### config.mk
export PLATFORM = sky130hd
export DESIGN_NAME = lcd_refresh_sequencer
export DESIGN_NICKNAME = d
export VERILOG_FILES = /design/src/rtl/lcd_refresh_sequencer.sv
export SDC_FILE = /design/constraint.sdc
export NUM_CORES = 1
export LEC_CHECK = 0
export CAP_MARGIN = 20
export CORE_ASPECT_RATIO = 2
export CORE_UTILIZATION = 55
export CTS_CLUSTER_SIZE = 20
export DETAILED_ROUTE_END_ITERATION = 8
export GPL_TIMING_DRIVEN = 0
export PLACE_DENSITY_LB_ADDON = 0.25
export SLEW_MARGIN = 20
export SYNTH_ARGS = -nofsm -noshare
export SYNTH_HDL_FRONTEND = slang
export SYNTH_SLANG_ARGS = --single-unit
export TNS_END_PERCENT = 30
### constraint.sdc
create_clock -name clk -period 8 [get_ports clk]
set_input_delay 1.2 -clock clk [delete_from_list [all_inputs] [get_ports clk]]
set_output_delay 1.2 -clock clk [all_outputs]
set_load 0.01 [all_outputs]
### src/rtl/lcd_refresh_sequencer.sv
// HD44780 16x2 character LCD driver, 4-bit write-only mode: power-up init,
// then full two-row rewrites on request with one-deep request coalescing.
module lcd_refresh_sequencer #(
  parameter int PWRUP_CYCLES     = 750000,
  parameter int E_PULSE_CYCLES   = 12,
  parameter int INIT_WAIT_CYCLES = 205000,
  parameter int CMD_WAIT_CYCLES  = 2000,
  parameter int CLR_WAIT_CYCLES  = 82000
) (
  input  logic         clk,
  input  logic         reset,
  input  logic [127:0] first_line,
  input  logic [127:0] second_line,
  input  logic         update,
  output logic         init_done,
  output logic         busy,
  output logic         frame_done,
  output logic         lcd_rs,
  output logic         lcd_rw,
  output logic         lcd_e,
  output logic         lcd4,
  output logic         lcd5,
  output logic         lcd6,
  output logic         lcd7
);

  localparam int MAX_AB  = (PWRUP_CYCLES > INIT_WAIT_CYCLES) ? PWRUP_CYCLES : INIT_WAIT_CYCLES;
  localparam int MAX_CD  = (CMD_WAIT_CYCLES > CLR_WAIT_CYCLES) ? CMD_WAIT_CYCLES : CLR_WAIT_CYCLES;
  localparam int MAX_W   = (MAX_AB > MAX_CD) ? MAX_AB : MAX_CD;
  localparam int MAX_ALL = (MAX_W > E_PULSE_CYCLES) ? MAX_W : E_PULSE_CYCLES;
  localparam int CW      = $clog2(MAX_ALL + 1);

  localparam logic [CW-1:0] PWRUP_LAST = CW'(PWRUP_CYCLES - 1);
  localparam logic [CW-1:0] E_LAST     = CW'(E_PULSE_CYCLES - 1);
  localparam logic [CW-1:0] INIT_LEN   = CW'(INIT_WAIT_CYCLES);
  localparam logic [CW-1:0] CMD_LEN    = CW'(CMD_WAIT_CYCLES);
  localparam logic [CW-1:0] CLR_LEN    = CW'(CLR_WAIT_CYCLES);

  typedef enum logic [2:0] {S_PWRUP, S_INIT_NIB, S_INIT_CMD, S_IDLE, S_FRAME} state_e;
  typedef enum logic [1:0] {P_SETUP, P_STROBE, P_HOLD, P_WAIT} phase_e;

  state_e          state_q;
  phase_e          phase_q;
  logic [CW-1:0]   cnt_q;
  logic [CW-1:0]   wait_len_q;
  logic [1:0]      step_q;
  logic            lo_q;
  logic            hdr_q;
  logic            row_q;
  logic [3:0]      char_q;
  logic            last_q;
  logic            pend_q;
  logic [127:0]    sh0_q;
  logic [127:0]    sh1_q;
  logic            init_done_q;
  logic            busy_q;
  logic            frame_done_q;
  logic            rs_q;
  logic            e_q;
  logic [3:0]      nib_q;

  logic [7:0] row0_w [16];
  logic [7:0] row1_w [16];
  logic [7:0] cmd_byte_w;
  logic [7:0] byte_w;
  logic       rs_w;
  logic [3:0] nib_w;

  genvar gi;
  generate
    for (gi = 0; gi < 16; gi++) begin : g_cols
      assign row0_w[gi] = sh0_q[127-8*gi -: 8];
      assign row1_w[gi] = sh1_q[127-8*gi -: 8];
    end
  endgenerate

  // Byte/nibble at the sequence pointer; the pointer is advanced when a byte
  // finishes, so these already describe the next transfer during the wait.
  always_comb begin
    case (step_q)
      2'd0:    cmd_byte_w = 8'h28;
      2'd1:    cmd_byte_w = 8'h06;
      2'd2:    cmd_byte_w = 8'h0C;
      default: cmd_byte_w = 8'h01;
    endcase
    byte_w = cmd_byte_w;
    rs_w   = 1'b0;
    if (state_q == S_FRAME) begin
      if (hdr_q) begin
        byte_w = row_q ? 8'hC0 : 8'h80;
      end else begin
        byte_w = row_q ? row1_w[char_q] : row0_w[char_q];
        rs_w   = 1'b1;
      end
    end
    if (state_q == S_INIT_NIB) nib_w = (step_q == 2'd3) ? 4'h2 : 4'h3;
    else                       nib_w = byte_w[7:4];
  end

  always_ff @(posedge clk) begin
    if (reset) begin
      state_q      <= S_PWRUP;
      phase_q      <= P_SETUP;
      cnt_q        <= '0;
      wait_len_q   <= '0;
      step_q       <= 2'd0;
      lo_q         <= 1'b0;
      hdr_q        <= 1'b0;
      row_q        <= 1'b0;
      char_q       <= 4'd0;
      last_q       <= 1'b0;
      pend_q       <= 1'b0;
      sh0_q        <= '0;
      sh1_q        <= '0;
      init_done_q  <= 1'b0;
      busy_q       <= 1'b1;
      frame_done_q <= 1'b0;
      rs_q         <= 1'b0;
      e_q          <= 1'b0;
      nib_q        <= 4'h0;
    end else begin
      frame_done_q <= 1'b0;
      if (update && state_q != S_IDLE) pend_q <= 1'b1;
      case (state_q)
        S_PWRUP: begin
          if (cnt_q == PWRUP_LAST) begin
            cnt_q   <= '0;
            state_q <= S_INIT_NIB;
            phase_q <= P_SETUP;
            step_q  <= 2'd0;
            rs_q    <= 1'b0;
            nib_q   <= 4'h3;
          end else begin
            cnt_q <= cnt_q + 1'b1;
          end
        end
        S_IDLE: begin
          if (update || pend_q) begin
            pend_q  <= 1'b0;
            sh0_q   <= first_line;
            sh1_q   <= second_line;
            state_q <= S_FRAME;
            phase_q <= P_SETUP;
            hdr_q   <= 1'b1;
            row_q   <= 1'b0;
            char_q  <= 4'd0;
            lo_q    <= 1'b0;
            last_q  <= 1'b0;
            busy_q  <= 1'b1;
            rs_q    <= 1'b0;
            nib_q   <= 4'h8;
          end else begin
            busy_q <= 1'b0;
          end
        end
        default: begin
          case (phase_q)
            P_SETUP: begin
              e_q     <= 1'b1;
              cnt_q   <= '0;
              phase_q <= P_STROBE;
            end
            P_STROBE: begin
              if (cnt_q == E_LAST) begin
                e_q     <= 1'b0;
                phase_q <= P_HOLD;
              end else begin
                cnt_q <= cnt_q + 1'b1;
              end
            end
            P_HOLD: begin
              if (state_q == S_INIT_NIB) begin
                wait_len_q <= INIT_LEN;
                cnt_q      <= '0;
                phase_q    <= P_WAIT;
                if (step_q == 2'd3) begin
                  state_q <= S_INIT_CMD;
                  step_q  <= 2'd0;
                end else begin
                  step_q <= step_q + 2'd1;
                end
              end else if (!lo_q) begin
                lo_q    <= 1'b1;
                phase_q <= P_SETUP;
                nib_q   <= byte_w[3:0];
              end else begin
                lo_q       <= 1'b0;
                cnt_q      <= '0;
                phase_q    <= P_WAIT;
                wait_len_q <= (!rs_w && byte_w == 8'h01) ? CLR_LEN : CMD_LEN;
                if (state_q == S_INIT_CMD) begin
                  if (step_q == 2'd3) last_q <= 1'b1;
                  else                step_q <= step_q + 2'd1;
                end else if (hdr_q) begin
                  hdr_q <= 1'b0;
                end else if (char_q == 4'd15) begin
                  char_q <= 4'd0;
                  if (row_q) begin
                    last_q <= 1'b1;
                  end else begin
                    row_q <= 1'b1;
                    hdr_q <= 1'b1;
                  end
                end else begin
                  char_q <= char_q + 4'd1;
                end
              end
            end
            default: begin
              if (cnt_q == wait_len_q - CW'(1)) begin
                if (last_q) begin
                  last_q  <= 1'b0;
                  state_q <= S_IDLE;
                  busy_q  <= pend_q | update;
                  if (state_q == S_INIT_CMD) init_done_q  <= 1'b1;
                  else                       frame_done_q <= 1'b1;
                end else begin
                  phase_q <= P_SETUP;
                  nib_q   <= nib_w;
                  rs_q    <= rs_w;
                end
              end else begin
                cnt_q <= cnt_q + 1'b1;
              end
            end
          endcase
        end
      endcase
    end
  end

  assign init_done  = init_done_q;
  assign busy       = busy_q;
  assign frame_done = frame_done_q;
  assign lcd_rs     = rs_q;
  assign lcd_rw     = 1'b0;
  assign lcd_e      = e_q;
  assign lcd4       = nib_q[0];
  assign lcd5       = nib_q[1];
  assign lcd6       = nib_q[2];
  assign lcd7       = nib_q[3];

endmodule

==> results of run 1 <==
## cell type report
class	instances	area share (%)
Clock inverter	10	1.12
Multi-Input combinational cell	1256	40.6
Clock buffer	34	4.10
Timing Repair Buffer	267	14.5
Buffer	139	3.38
Inverter	18	0.368
Sequential cell	308	33.6
Tap cell	340	2.32
## Yosys cell counts, types with 12 or more instances
library cell,instances,area share (%)
nor3_1,15,0.53
and3_1,12,0.53
mux2i_1,19,1.3
nand3_1,28,0.98
o21ai_0,38,1.3
dfxtp_1,308,43
inv_1,17,0.45
buf_2,17,0.60
nand4_1,12,0.53
clkbuf_1,105,2.8
mux4_2,67,11
a21oi_1,303,11
nor2_1,40,1.1
nand2_1,553,15
## final timing paths
path,from,endpoint,slack [ns],cells after the start
max,wait_len_q[13]$_SDFFE_PP0P_,state_q[0]$_SDFFE_PP0P_,4.01,13
min,row1_w[81]$_SDFFE_PP0P_,row1_w[81]$_SDFFE_PP0P_,0.45,2
max reg2reg,wait_len_q[13]$_SDFFE_PP0P_,state_q[0]$_SDFFE_PP0P_,4.01,13
min reg2reg,row1_w[81]$_SDFFE_PP0P_,row1_w[81]$_SDFFE_PP0P_,0.45,2
## metrics by stage
stage          cell area [um^2]  hold WS, ns  cells  total power (uW)  worst slack (ns)
6_report                  18300        0.452   2372              3970              4.01
3_3_place_gp              17400        0.437   2327              2500              4.11
4_1_cts                   18300        0.452   2371              3920              4.01
5_1_grt                   18300        0.469   2372              4080              3.71
2_1_floorplan             14300        0.433   1721              2140              4.91
3_5_place_dp              17400        0.444   2327              2510              4.02
## sequential cells by signal (all words and copies together) (netlist names), 2 cells and up
register	flops
cnt_q	20
row1_w	128
wait_len_q	7
char_q	4
phase_q	2
nib_q	4
state_q	3
step_q	2
row0_w	128
## report_power, final
part,leakage (uW),switching (uW),internal [uW]
Sequential,0.00248,60.8,1620
Combinational,0.00306,504,332
Clock,0.000464,604,853
## kinds of logic after synthesis
logic type	count (synthesis)	share of synthesized area [%]
and+or+nand+nor	732	22.1
AOI/OAI and AO/OA	412	16.2
DFF	308	43.1
buffers and inverters	157	4.81
muxes	91	12.3
xor gates and xnor gates	12	0.735
adders and majority gates	8	0.700
other	1	0.0262
## metal layers
layer / GRT usage [%] / part of all wire [%] / up-vias
li1: - / - / 6546
met1: 41.1 / 30 / 6965
met2: 74.0 / 50 / 903
met3: 9.67 / 7.9 / 355
met4: 44.5 / 12 / 2
met5: 0 / 0.023 / -
## tightest hold or removal path, stage by stage, from the launching register on
cell     delay (ns)
dfxtp_1        0.31
nand2_1        0.05
a21oi_1        0.05
==> flow_summary_export.csv, run 1 <==
group,metric,value,unit
placement,dp.final_hpwl,42000,um
grt,grt_use_total,43.6,%
clock_network,ctsHoldBuffers,0,
clock_network,clock-root-buffer,"clkbuf_16",
floorplanning,row_count,83,
timing,hold_viol,0,
floorplanning,initial_core_util,55.7,%
yosys,ys_seq_elements,308,
final_layout,drive_gt1_share,7.97,%
routing,drcViolationCount,0,
floorplanning,die_h,230,um
yosys,synth_nets,1988,
timing,finalMaxSlewViolations,0,
floorplanning,design.portCount,269,
yosys,async_flop_share,0,%
yosys,yosys_warnings,0,
placement,place.gp.congestion,0.961,
yosys,synth-seq-area-share,43.1,%
yosys,syn_inst,1721,
floorplanning,die_x,116,um
worst_setup_path,start_kind,"flip-flop",
power,ir_drop,193,uV
timing,fin_crit,3.99,ns
timing,fmax,0.250,GHz
worst_setup_path,crit_chain,"clkbuf_1 -> inv_1 -> ha_1 -> ha_1 -> clkbuf_2 -> xnor2_1 -> a21o_2 -> o21ai_0 -> nand3_1 -> nor3_4 -> o21ai_0 -> a222oi_1 -> a21oi_1",
grt,grt_pass1_wl,84900,um
routing,drt_iter0_drc,1251,
placement,io_buffer_count,266,
routing,antenna_left,0,
timing,slew_headroom,24.3,%
timing,setup_viol,0,
grt,antenna_found_initial,1,
yosys,synth-edff-count,0,
worst_setup_path,critPathSlowestCell,"nor3_4",
clock_network,cts.clk_slew.worst_paths,0.07,ns
routing,dr.pass1.iters,6,
timing,skew,0.0161,ns
grt,grt_max_degree,17,
power,p_per_area,216,nW/um^2
grt,grt_pass1_vias,15200,
yosys,avgSynthCellArea,8.31,um^2
final_layout,nNetsFinal,2284,
final_layout,multi_input_area,7440,um^2
worst_setup_path,crit_arrival,4.38,ns
timing,fin_crit_sh,49.9,%
clock_network,cts_tree,"done",
final_layout,ff_latch_area,6170,um^2
final_layout,fillers,2072,
timing,rsz0062_at_grt,"no",
worst_setup_path,critical_path_buf_inv_count,3,
final_layout,diodes,0,
final_layout,layout_common_cells,"nand2_1, dfxtp_1, a21oi_1",
routing,via_per_inst,6.23,
routing,drt_wl_total,56800,um
yosys,netlist_area,14300,um^2
clock_network,cts-htree-levels,1,
worst_setup_path,cp_max_fo,10,
clock_network,cts-resized-gates,0,
final_layout,layout.cells.most_common,"nand2_1",
power,p_leak,0.00601,uW
run,cap_violations,0,
worst_setup_path,worstSetupPathType,"flip-flop to flip-flop",
clock_network,numCtsBuffers,27,
worst_setup_path,cpLargestDelayFamily,"compound AO/OA/AOI/OAI gates",
final_layout,syn2layout_area_growth,28.3,%
worst_setup_path,critPathMaxStageDelay,0.58,ns
floorplanning,core,25700,um^2
worst_setup_path,required,8.39,ns
routing,wl_per_cell,23.9,um
timing,tightestPinTransition,1.14,ns
clock_network,cts_setup_buffers,0,
min_path,min_path_type,"flip-flop to flip-flop",
final_layout,final_util,71.5,%
yosys,synth_flop_cell,"dfxtp_1",
worst_setup_path,end_kind,"flip-flop",
clock_network,numClockSinks,308,
timing,tns,0,ns
routing,vias,14800,
floorplanning,die_area,26700,um^2
clock_network,clk-insertion-delay-late,0.56,ns
clock_network,clockBufferDepth,3,
status,status,"completed",
grt,overflow,0,
yosys,ys_types,81,
No activity file was read; power rests on OpenSTA's default activity.
==> run 2, diff against run 1 <==
CORE_UTILIZATION = 53   (was 55)
clock period = 3.9 ns   (was 8 ns; I/O delays follow)
==> flow_summary_export.csv, run 2 (same netlist as run 1, synthesis figures left out) <==
group,metric,value,unit
status,status,"completed",
power,pwr-share-clk,36.8,%
worst_setup_path,worstSetupPathType,"flip-flop to flip-flop",
grt,grt_max_degree,17,
grt,grt_use_total,39.6,%
clock_network,cts_tree,"done",
worst_setup_path,crit_chain,"buf_2 -> buf_2 -> clkbuf_1 -> buf_2 -> mux2i_1 -> o22ai_1 -> o311ai_0 -> nand4_1 -> nand4_1 -> o32ai_1",
worst_setup_path,path_common_cell,"buf_2",
routing,wl_per_cell,23.2,um
worst_setup_path,critPathSlowestCell,"clkbuf_1",
timing,finalMaxSlewViolations,0,
clock_network,clk-insertion-delay-late,0.57,ns
timing,hold_viol,0,
timing,fin_crit_sh,95.7,%
grt,grt_pass1_wl,82300,um
worst_setup_path,critical_path_buf_inv_count,4,
timing,slew_headroom,21.4,%
worst_setup_path,required,4.36,ns
power,switching_share,29.2,%
floorplanning,die_area,27700,um^2
final_layout,nNetsFinal,2284,
clock_network,ctsHoldBuffers,0,
placement,placed_cells,2331,
floorplanning,design.portCount,269,
clock_network,clockBufferDepth,3,
worst_setup_path,cpLargestDelayFamily,"buffers and inverters",
worst_setup_path,start_kind,"flip-flop",
final_layout,multi_input_area,7460,um^2
clock_network,numClockSinks,308,
power,switchingPower,2360,uW
timing,fin_crit,3.73,ns
clock_network,cts-htree-levels,1,
floorplanning,initial_core_util,54.2,%
floorplanning,row_count,84,
final_layout,drive_gt1_share,8.39,%
min_path,min-delay-start,"row0_w[45]$_SDFFE_PP0P_",
run,cap_violations,0,
final_layout,fin_cells,2381,
routing,dr.pass1.iters,8,
power,seqPwrFrac,42.3,%
power,p_leak,0.00603,uW
floorplanning,die_h,234,um
placement,dp.final_hpwl,42100,um
final_layout,layout.cells.most_common,"nand2_1",
final_layout,ff_latch_area,6170,um^2
min_path,min_path_type,"flip-flop to flip-flop",
worst_setup_path,cp_max_fo,10,
final_layout,syn2layout_area_growth,28.8,%
power,p_per_area,440,nW/um^2
worst_setup_path,critPathMaxStageDelay,0.76,ns
timing,finalWorstSetupSlack,0.169,ns
power,cellInternalPower,5740,uW
clock_network,cts.clk_slew.worst_paths,0.07,ns
routing,drt_wl_total,55200,um
worst_setup_path,end_kind,"flip-flop",
worst_setup_path,r2r_start,"char_q[1]$_SDFFE_PP0P_",
power,power.share.combinational,20.8,%
final_layout,diodes,0,
timing,skew,0.0213,ns
timing,fmax,0.268,GHz
final_layout,fillers,2165,
timing,tightestPinTransition,1.18,ns
placement,place.gp.congestion,0.983,
timing,rsz0062_at_grt,"no",
placement,io_buffer_count,266,
worst_setup_path,cp-startpoint,"char_q[1]$_SDFFE_PP0P_",
grt,overflow,0,
grt,grt_pass1_vias,15000,
worst_setup_path,crit_arrival,4.19,ns
routing,antenna_left,0,
timing,setup_viol,0,
grt,antenna_found_initial,0,
routing,drt_iter0_drc,1143,
clock_network,numCtsBuffers,27,
routing,drcViolationCount,0,
floorplanning,core,26400,um^2
clock_network,clock-root-buffer,"clkbuf_16",
floorplanning,die_x,118,um
placement,pre_cts_ws,-0.181,ns
routing,via_per_inst,6.12,
power,ir_drop,595,uV
routing,vias,14600,
final_layout,layout_common_cells,"nand2_1, dfxtp_1, a21oi_1",
run 2: power groups by stage:
stage	logic (uW)	registers, uW	clock network, uW
after floorplan	936	3460	0
after global placement	1630	3480	0
after detailed placement	1640	3490	0
after CTS	1650	3420	2980
after global routing	1820	3440	3100
final	1690	3430	2980
run 2: stage by stage:
step	hold slack [ns]	utilization, %	area [um^2]	power [uW]	setup TNS, ns
after CTS	0.438	69.7	18400	8050	0
after detailed placement	0.445	65.9	17400	5130	-0.507
after global placement	0.439	65.9	17400	5110	-0.722
after floorplan	0.433	-	14300	4400	0
after global routing	0.453	69.8	18400	8350	0
final	0.453	69.8	18400	8100	0
run 2: area by class of cell:
type,count,share of cell area [%]
Sequential cell,308,33.5
Clock buffer,34,4.03
Buffer,138,3.35
Inverter,18,0.367
Timing Repair Buffer,268,14.6
Multi-Input combinational cell,1256,40.5
Tap cell,344,2.34
Clock inverter,15,1.27
run 2: repair_timing:
action | CTS | global route
pin swaps | 1 | 0
setup endpoints to repair | 7 | 10
resized for setup | 1 | 5
buffers inserted | 2 | 0
hold endpoints to repair | 0 | 0
run 2: worst min-delay path, stage by stage, from the launching register on:
cell and delay [ns]:
dfxtp_1 0.31, nand2_1 0.05, a21oi_1 0.05
run 2: routing by layer:
layer	share of wire (%)	track usage (%)	vias up
li1	-	-	6557
met1	30	35.1	6901
met2	53	73.9	792
met3	6.5	6.30	314
met4	11	40.3	0
met5	0	0	-
run 2: path summary, 6_finish.rpt:
kind | to | slack, ns | cells after the start
max | nib_q[2]$_SDFFE_PP0P_ | 0.17 | 10
min | row0_w[45]$_SDFFE_PP0P_ | 0.45 | 2
max reg2reg | nib_q[2]$_SDFFE_PP0P_ | 0.17 | 10
min reg2reg | row0_w[45]$_SDFFE_PP0P_ | 0.45 | 2
